`src/rtl/icache_refill_responder.sv`:
```
// I$ line-fill responder: fetches one line as BEATS single-outstanding memory beats and returns it whole.
// Two cycles per beat at full memory rate; mem_req_ready_i low stalls REQ, ic_resp_ready_i low holds RESP.
module icache_refill_responder #(
    parameter int ADDR_WIDTH = 32,
    parameter int LINE_SIZE  = 64,
    parameter int BEAT_WIDTH = 64
) (
    input  logic                    clk_i,
    input  logic                    rst_ni,
    input  logic                    icache_flush_i,
    input  logic                    ic_miss_valid_i,
    input  logic [ADDR_WIDTH-1:0]   ic_miss_addr_i,
    input  logic                    ic_resp_ready_i,
    output logic                    l2_ready_o,
    output logic                    l2_valid_o,
    output logic [ADDR_WIDTH-1:0]   l2_addr_o,
    output logic [LINE_SIZE*8-1:0]  l2_data_o,
    output logic                    mem_req_valid_o,
    output logic [ADDR_WIDTH-1:0]   mem_req_addr_o,
    input  logic                    mem_req_ready_i,
    input  logic                    mem_resp_valid_i,
    input  logic [BEAT_WIDTH-1:0]   mem_resp_data_i
);
    localparam int LINE_W     = LINE_SIZE * 8;
    localparam int BEATS      = LINE_W / BEAT_WIDTH;
    localparam int BEAT_BYTES = BEAT_WIDTH / 8;
    localparam int CNT_W      = (BEATS > 1) ? $clog2(BEATS) : 1;
    localparam logic [CNT_W-1:0]      LAST_BEAT = CNT_W'(BEATS - 1);
    localparam logic [ADDR_WIDTH-1:0] OFF_MASK  = ADDR_WIDTH'(LINE_SIZE - 1);

    typedef enum logic [1:0] {IDLE, REQ, WAIT, RESP} state_e;

    state_e                 state_q, state_d;
    logic [ADDR_WIDTH-1:0]  base_q, base_d;
    logic [CNT_W-1:0]       beat_q, beat_d;
    logic                   drop_q, drop_d;
    logic [LINE_W-1:0]      line_q, line_d;
    logic [ADDR_WIDTH-1:0]  beat_addr;

    // Wraps modulo 2^ADDR_WIDTH by construction.
    assign beat_addr = base_q + (ADDR_WIDTH'(beat_q) * ADDR_WIDTH'(BEAT_BYTES));
    assign l2_addr_o = base_q;
    assign l2_data_o = line_q;

    always_comb begin
        state_d         = state_q;
        base_d          = base_q;
        beat_d          = beat_q;
        drop_d          = drop_q;
        line_d          = line_q;
        l2_ready_o      = 1'b0;
        l2_valid_o      = 1'b0;
        mem_req_valid_o = 1'b0;
        mem_req_addr_o  = '0;
        case (state_q)
            IDLE: begin
                l2_ready_o = !icache_flush_i;
                if (ic_miss_valid_i && !icache_flush_i) begin
                    base_d  = ic_miss_addr_i & ~OFF_MASK;
                    beat_d  = '0;
                    drop_d  = 1'b0;
                    state_d = REQ;
                end
            end
            REQ: begin
                mem_req_valid_o = 1'b1;
                mem_req_addr_o  = beat_addr;
                drop_d          = drop_q | icache_flush_i;
                if (mem_req_ready_i) begin
                    state_d = WAIT;
                end
            end
            WAIT: begin
                // A flush only marks the line dead; the memory beat sequence always completes.
                drop_d = drop_q | icache_flush_i;
                if (mem_resp_valid_i) begin
                    for (int k = 0; k < BEATS; k++) begin
                        if (beat_q == CNT_W'(k)) begin
                            line_d[k*BEAT_WIDTH +: BEAT_WIDTH] = mem_resp_data_i;
                        end
                    end
                    if (beat_q == LAST_BEAT) begin
                        state_d = (drop_q || icache_flush_i) ? IDLE : RESP;
                    end else begin
                        beat_d  = beat_q + 1'b1;
                        state_d = REQ;
                    end
                end
            end
            RESP: begin
                l2_valid_o = 1'b1;
                if (icache_flush_i || ic_resp_ready_i) begin
                    state_d = IDLE;
                end
            end
            default: state_d = IDLE;
        endcase
    end

    always_ff @(posedge clk_i or negedge rst_ni) begin
        if (!rst_ni) begin
            state_q <= IDLE;
            base_q  <= '0;
            beat_q  <= '0;
            drop_q  <= 1'b0;
            line_q  <= '0;
        end else begin
            state_q <= state_d;
            base_q  <= base_d;
            beat_q  <= beat_d;
            drop_q  <= drop_d;
            line_q  <= line_d;
        end
    end
endmodule
```
`config.mk`:
```
export PLATFORM = sky130hd
export DESIGN_NAME = icache_refill_responder
export DESIGN_NICKNAME = d
export VERILOG_FILES = /design/src/rtl/icache_refill_responder.sv
export SDC_FILE = /design/constraint.sdc
export NUM_CORES = 1
export LEC_CHECK = 0
export ABC_CLOCK_PERIOD_IN_PS = 3980
export CELL_PAD_IN_SITES_DETAIL_PLACEMENT = 1
export CELL_PAD_IN_SITES_GLOBAL_PLACEMENT = 2
export CORE_AREA = 2 2 268 270
export DETAILED_ROUTE_END_ITERATION = 8
export DIE_AREA = 0 0 270 272
export PLACE_DENSITY = 0.86
export SYNTH_ARGS = -nofsm -noshare
export SYNTH_HDL_FRONTEND = slang
export SYNTH_SLANG_ARGS = --single-unit
```
`constraint.sdc`:
```
create_clock -name clk_i -period 3.98 [get_ports clk_i]
set_clock_uncertainty 0.2 [all_clocks]
set_input_delay 0.398 -clock clk_i [delete_from_list [all_inputs] [get_ports clk_i]]
set_output_delay 0.398 -clock clk_i [all_outputs]
set_load 0.01 [all_outputs]
```
* Yosys cells after proc, flatten, opt, wreduce, memory -nomap -nowiden
Index checks and enable logic that the tools add are counted.
** Storage, ports and cells
- Flip-flop bits (word level) :: 544
- Output and inout port bits :: 579
** Operators by class
- Add/subtract/negate cells :: 2
- Equal/unequal tests :: 15
- Multiplexer cells :: 17
- Bitwise logic cells :: 1
- Reductions and logical operators :: 21
** Operators by type and width (number)
- $add 32x6->32 :: 1
- $mux 32 :: 1
- $reduce_and 3->1 :: 8
- $eq 3x3->1 const B :: 4
- $mux 2 :: 6
- $ne 2x2->1 const B :: 5
- $mux 3 :: 3
- $pmux 2 s4 :: 1
- $reduce_and 4->1 :: 2
- $eq 3x2->1 const B :: 2
- $pmux 3 s2 :: 1
- $eq 2x2->1 const B :: 2
- $mux 1 :: 4
- $reduce_and 2->1 :: 2
- $reduce_bool 2->1 :: 2
- $add 3x1->3 const B :: 1
- $eq 3x1->1 const B :: 1
- $logic_not 3->1 :: 1
- $eq 2x1->1 const B :: 1
- $logic_not 2->1 :: 1
- $logic_or 1x1->1 :: 2
- $pmux 1 s2 :: 1
- $reduce_or 2->1 :: 1
- $logic_and 1x1->1 :: 1
- 2 further kinds :: 2

* Longest topological paths before layout
Gate-level depths: netlist of the first run.
- Depth after elaboration :: 5
- Mapped depth :: 6

* Worst setup path after synthesis of the first run
No wires, ideal clock.
- Kind :: reg-to-reg
- Start point :: register state_q[0]
- End point :: register base_q[11], in the netlist l2_addr_o[11]
- Setup time :: 125 ps
- Data arrival time :: 1671 ps
- Data required time :: 3655 ps
- Slack :: 1985 ps
- Stages on the path, launching flop included :: 7
- Clock period less this slack :: 1995 ps
- Cells stage by stage :: dfrtp_1 -> inv_1 -> ha_1 -> and2b_1 -> nand2_1 -> buf_4 -> mux2_2
** Between the ends
- Longest elaborated chain between the ends :: 2
** RTL lines
- start, declared :: RTL line 33 : state_e state_q, state_d;
- start signal, assigned :: RTL line 108 : state_q <= state_d;
- $logic_not 2->1 :: RTL line 55 : case (state_q)
- $reduce_and 2->1 (no source line)
- end signal, assigned :: RTL line 109 : base_q <= base_d;
- end, declared :: RTL line 34 : logic [ADDR_WIDTH-1:0] base_q, base_d;
Every way passes these cells.
A chain may end at the register's enable or synchronous reset.

* Worst setup path after layout of the first run
- Start point :: register state_q[1]
- End point :: output port mem_req_addr_o[4]
** Between the ends
- Longest elaborated chain between the ends :: 2
** RTL lines
- $eq 2x1->1 :: RTL line 55
- $mux 32 :: RTL line 55
- end, declared :: RTL line 19 : output logic [ADDR_WIDTH-1:0] mem_req_addr_o,
Every way passes these cells.

==> reports/results.ini, run 1 <==
[run]
max_cap_viol_count = 0

[critical_path]
cp_max_fo = 31
required_ps = 3380
ff2ff_path_depth = 5
startpoint_type = flip-flop
crit_chain = inv_1, ha_1, and2_1, clkdlybuf4s50_1
crit_slowest_cell = ha_1
crit_path_end_kind = output pin
r2r_slack_ps = 860
crit_family = adder cells
worstPathArrival_ps = 2800
crit_type = flip-flop to output pin
critical_path.max_stage_delay_ps = 780
cp_num_buf_inv = 2
worst-path-stages = 4
regToRegStartpoint = state_q[0]
worstReg2RegEnd = l2_data_o[250]

[sta]
whs_ps = 208
period_share_pct = 85.4
finalSetupViolCount = 0
rsz0062_at_grt = no
setup_tns_ps = 0
tightest_slew_ps = 951
layout_setup_ws_ps = 582
hold_viol_final = 0
fmax_ghz = 0.294
drv_slew = 0
fin_crit_ps = 3400
slew_headroom_pct = 36.6

[global_route]
grt_start_max_net_pins = 98
grt_use_total_pct = 17.8
antenna_found_initial = 1
overflow = 0
grt_first_pass_wirelength_um = 99200
grt_pass1_vias = 15100

[floorplan]
die_h_um = 272
die_area_um2 = 73400
core_um2 = 70800
io_pins = 682
core.rowCount = 98
initial_utilization_pct = 29.8
die_w_um = 270

[placement]
dp_hpwl_um = 46200
post-place-cells = 2818
portBuffers = 666
dpl_cell_area_um2 = 28500
gp_congestion = 0.776
dp_slack_ps = 826

[status]
run_status = finished, final reports clean

[routing]
drcViolationCount = 0
wl_per_cell_um = 22.9
vias_per_cell = 4.55
via_count = 13300
ant_nets = 0
postRouteWirelength_um = 67200
first_iter_violations = 453
drt-pass1-iter-count = 4

[yosys]
syn_inst = 1257
ys_ff_latch = 544
yosysSeqAreaShare_pct = 64.5
syn_area_per_cell_um2 = 16.8
yosysWarnings = 0
syn_area_um2 = 21100
synth.distinct_cells = 33

[clocking]
root_buffer = clkbuf_16
cts_tree = built
cts_sinks = 544
cts_buffers = 61
insertion_delay_ps = 600
cts.htree.levels = 2
cts_buffer_depth = 3
ctsHoldBuffers = 1
path_clk_slew_ps = 60
postCtsSetupBuffers = 0
cts_resized = 0

[final_layout]
finalNetCount = 2046
layout-drive-gt1-share_pct = 33.4
regArea_um2 = 13600
syn2layout_area_growth_pct = 45.1
stdcell_count = 2930
multiInputGateArea_um2 = 6720
final_cell_mix = clkdlybuf4s50_1 (665), dfrtp_1 (544), mux2_2 (518)
fin_area_um2 = 30600
diodes = 0
layout_commonest_cell = clkdlybuf4s50_1
n_fill_cell = 7135

[pwr]
power_frac_seq_pct = 38.0
clkPwrFrac_pct = 26.8
pwr-share-comb_pct = 35.2
internal_power_mw = 15.2
p_switching_mw = 6.41
leakage_nw = 14.1
max-vdd-ir-drop_v = 0.000388
power_per_cell_area_nw_per_um2 = 704
p_sw_share_pct = 29.7

[worst_hold_path]
hold_path_depth = 2
hp-class = input pin to flip-flop
hp-start = ic_miss_addr_i[28]
hold_path_end = l2_addr_o[28]

-- stage by stage --
step	power, mW	utilization, %
after floorplan	11.2	-
after global placement	15.6	40.4
after detailed placement	15.9	40.4
after CTS	21.9	43.3
after global routing	22.6	43.3
final	21.6	43.3
-- flip-flops by register name, summed over array words and instances, names as in the netlist --
register and flops:
drop_q 1, state_q 2, beat_q 3, l2_addr_o 26, l2_data_o 512
-- kinds of logic after synthesis --
family / Yosys count / share of synthesized area, %
adder cells (fa/ha/maj): 11 / 0.652
flip-flops: 544 / 64.5
multiplexers: 539 / 28.8
buffers and inverters: 99 / 3.97
AO/OA/AOI/OAI: 13 / 0.403
other: 1 / 0.0178
AND/OR/NAND/NOR: 50 / 1.72
-- cell usage after synthesis, drive strengths merged --
master,count,area share (%)
and3,2,0.089
mux2,539,29
a22o,2,0.083
nor3,2,0.047
buf,75,2.9
a221oi,1,0.041
nand2,3,0.12
o211ai,1,0.036
a31oi,2,0.059
and2,29,0.86
a21oi,3,0.071
inv,8,0.14
clkbuf,16,0.90
dfrtp,544,64
and2b,1,0.036
nor2b,1,0.030
or3,1,0.030
o21ai,3,0.071
a41oi,1,0.041
nand4,4,0.32
conb,1,0.018
ha,11,0.65
nor2,4,0.071
nand3,3,0.12
-- routing by layer --
layer / part of all wire (%) / track usage, % / up-vias
met2: 51 / 32.1 / 461
met3: 7.1 / 5.53 / 137
li1: - / - / 5757
met5: 0 / 0 / -
met1: 37 / 19.2 / 6963
met4: 4.2 / 7.49 / 0
-- cell type report --
class                           instances  share of cell area [%]
Timing Repair Buffer                  695                    22.9
Inverter                                8                  0.0980
Tap cell                              950                    3.88
Multi-Input combinational cell        622                    21.9
Clock buffer                           81                    5.66
Sequential cell                       544                    44.4
Clock inverter                         30                    1.13
-- power groups by stage --
stage	Sequential (mW)	Clock, mW	Combinational [mW]
after floorplan	8.80	0	2.45
after global placement	8.14	0	7.48
after detailed placement	8.27	0	7.67
after CTS	8.21	5.93	7.72
after global routing	8.40	6.17	8.02
final	8.19	5.78	7.60
-- worst max-delay path by stage --
stage / startpoint / end / slack (ps)
4_1_cts: state_q[1] / mem_req_addr_o[4] / 480
3_3_place_gp: state_q[0] / l2_data_o[199] / 940
3_5_place_dp: state_q[0] / l2_data_o[458] / 830
5_1_grt: state_q[1] / mem_req_addr_o[4] / 320
2_1_floorplan: state_q[0] / l2_addr_o[11] / 1980
6_report: state_q[1] / mem_req_addr_o[4] / 580
(Power assumes the default switching activity.)
==> inputs of run 2 (changes only) <==
--- a/config.mk
+++ b/config.mk
@@ -6,12 +6,15 @@
 export NUM_CORES = 1
 export LEC_CHECK = 0
 export ABC_CLOCK_PERIOD_IN_PS = 3980
+export CAP_MARGIN = 30
 export CELL_PAD_IN_SITES_DETAIL_PLACEMENT = 1
 export CELL_PAD_IN_SITES_GLOBAL_PLACEMENT = 2
 export CORE_AREA = 2 2 268 270
+export CTS_CLUSTER_SIZE = 12
 export DETAILED_ROUTE_END_ITERATION = 8
 export DIE_AREA = 0 0 270 272
 export PLACE_DENSITY = 0.86
 export SYNTH_ARGS = -nofsm -noshare
 export SYNTH_HDL_FRONTEND = slang
 export SYNTH_SLANG_ARGS = --single-unit
+export TNS_END_PERCENT = 5
==> run 2 against run 1 <==
Sequential power about the same. Sequential cell count did not move. Combinational power about the same. Global-route usage up 0.080 points. Non-clock buffer count is the same. Utilization about the same. Clock-buffer cell count increased by 7. First-iteration DRC count down 0.22%. Clock power down 0.9%. Total power decreased by 0.19%. Register-to-register slack about the same. Critical path depth stayed put. Critical endpoint unchanged.
==> reports/results.ini, run 2 (synthesis gave the netlist of run 1 again) <==
[status]
run_status = finished, final reports clean

[final_layout]
largest_register_ffs = 512
diodes = 0
syn2layout_area_growth_pct = 45.0
fin_area_um2 = 30600
final_cell_mix = clkdlybuf4s50_1 (665), dfrtp_1 (544), mux2_2 (518)
layout-drive-gt1-share_pct = 33.1
final_util_pct = 43.3
layout_commonest_cell = clkdlybuf4s50_1
finalNetCount = 2046

[clocking]
postCtsSetupBuffers = 0
cts_tree = built
ctsHoldBuffers = 1
path_clk_slew_ps = 60
cts_buffers = 61
cts.htree.levels = 2
cts_buffer_depth = 3
cts_resized = 0
root_buffer = clkbuf_16
insertion_delay_ps = 600
cts_sinks = 544

[critical_path]
worstReg2RegEnd = l2_data_o[250]
regToRegStartpoint = state_q[0]
crit_path_end_kind = output pin
required_ps = 3380
crit_type = flip-flop to output pin
worstPathArrival_ps = 2800
startpoint_type = flip-flop
r2r_slack_ps = 850
cp_max_fo = 31
setup.worst_path.end = mem_req_addr_o[4]
crit_start = state_q[1]
ff2ff_path_depth = 5

[routing]
drcViolationCount = 0
first_iter_violations = 452
ant_nets = 0
via_count = 13400
wl_per_cell_um = 23.0
postRouteWirelength_um = 67400
vias_per_cell = 4.56
drt-pass1-iter-count = 4

[run]
max_cap_viol_count = 0

[floorplan]
core_um2 = 70800
io_pins = 682
die_w_um = 270
core.rowCount = 98
initial_utilization_pct = 29.8
die_area_um2 = 73400
die_h_um = 272

[worst_hold_path]
hp-start = ic_miss_addr_i[28]
hp-class = input pin to flip-flop

[global_route]
overflow = 0
grt_pass1_vias = 15200
antenna_found_initial = 1
grt_first_pass_wirelength_um = 99600
grt_start_max_net_pins = 98
grt_use_total_pct = 17.9

[pwr]
power_frac_seq_pct = 38.1
pwr-share-comb_pct = 35.3
max-vdd-ir-drop_v = 0.000388
internal_power_mw = 15.1
power_mw = 21.5
p_switching_mw = 6.38
power_per_cell_area_nw_per_um2 = 703
p_sw_share_pct = 29.7
clkPwrFrac_pct = 26.6
leakage_nw = 14.1

[sta]
tightest_slew_ps = 951
layout_setup_ws_ps = 582
hold_viol_final = 0
fmax_ghz = 0.294
period_share_pct = 85.4
finalSetupViolCount = 0
drv_slew = 0
fin_crit_ps = 3400
slew_headroom_pct = 36.6
setup_tns_ps = 0
rsz0062_at_grt = no

[placement]
dp_hpwl_um = 46200
portBuffers = 666
dp_slack_ps = 826
dpl_cell_area_um2 = 28500
gp_congestion = 0.776

==> run 2: changes by cell type in the layout (fill, tap and decap cells not counted) <==
cell | before | now
clkinvlp_4 | 6 | 2
bufinv_16 | 6 | 5
clkbuf_1 | 8 | 12
clkbuf_8 | 11 | 14
clkinv_2 | 12 | 10
inv_6 | 4 | 3
==> run 2: worst max-delay path: stages (launching register included) <==
cell,delay [ps]
dfrtp_1,440
inv_1,110
ha_1,780
and2_1,240
clkdlybuf4s50_1,630
==> run 2: worst min-delay path by stage <==
stage | to | depth (start not counted)
final | l2_addr_o[28] | 2
after global placement | l2_data_o[135] | 1
after CTS | l2_addr_o[28] | 2
after global routing | l2_addr_o[28] | 2
after detailed placement | l2_data_o[2] | 1
after floorplan | beat_q[0] | 0
==> run 2: layout make-up <==
cell class | instances | area [µm²]
Tap cell | 950 | 1190
Clock inverter | 22 | 267
Inverter | 8 | 30.0
Sequential cell | 544 | 13600
Timing Repair Buffer | 695 | 7000
Clock buffer | 88 | 1790
Fill cell | 7139 | 40100
Multi-Input combinational cell | 622 | 6720
==> run 2: stage by stage <==
stage | cells | hold WS (ps)
6_report | 2929 | 208
3_5_place_dp | 2818 | 281
2_1_floorplan | 1265 | -97.6
3_3_place_gp | 2818 | 274
5_1_grt | 2929 | 173
4_1_cts | 2929 | 157
==> run 2: per-layer routing <==
metal / wire [µm] / GRT usage [%] / up-vias
li1: - / - / 5757
met1: 25100 / 19.3 / 7009
met3: 4770 / 5.54 / 138
met5: 0 / 0 / -
met2: 34700 / 32.3 / 459
met4: 2790 / 7.44 / 0
==> run 2: power groups by stage <==
stage               logic (mW)  clock network, mW  registers, mW
global placement          7.48                  0           8.14
CTS                       7.73               5.88           8.21
floorplan                 2.45                  0           8.80
global route              8.02               6.12           8.40
detailed placement        7.67                  0           8.27
finish                    7.60               5.73           8.20
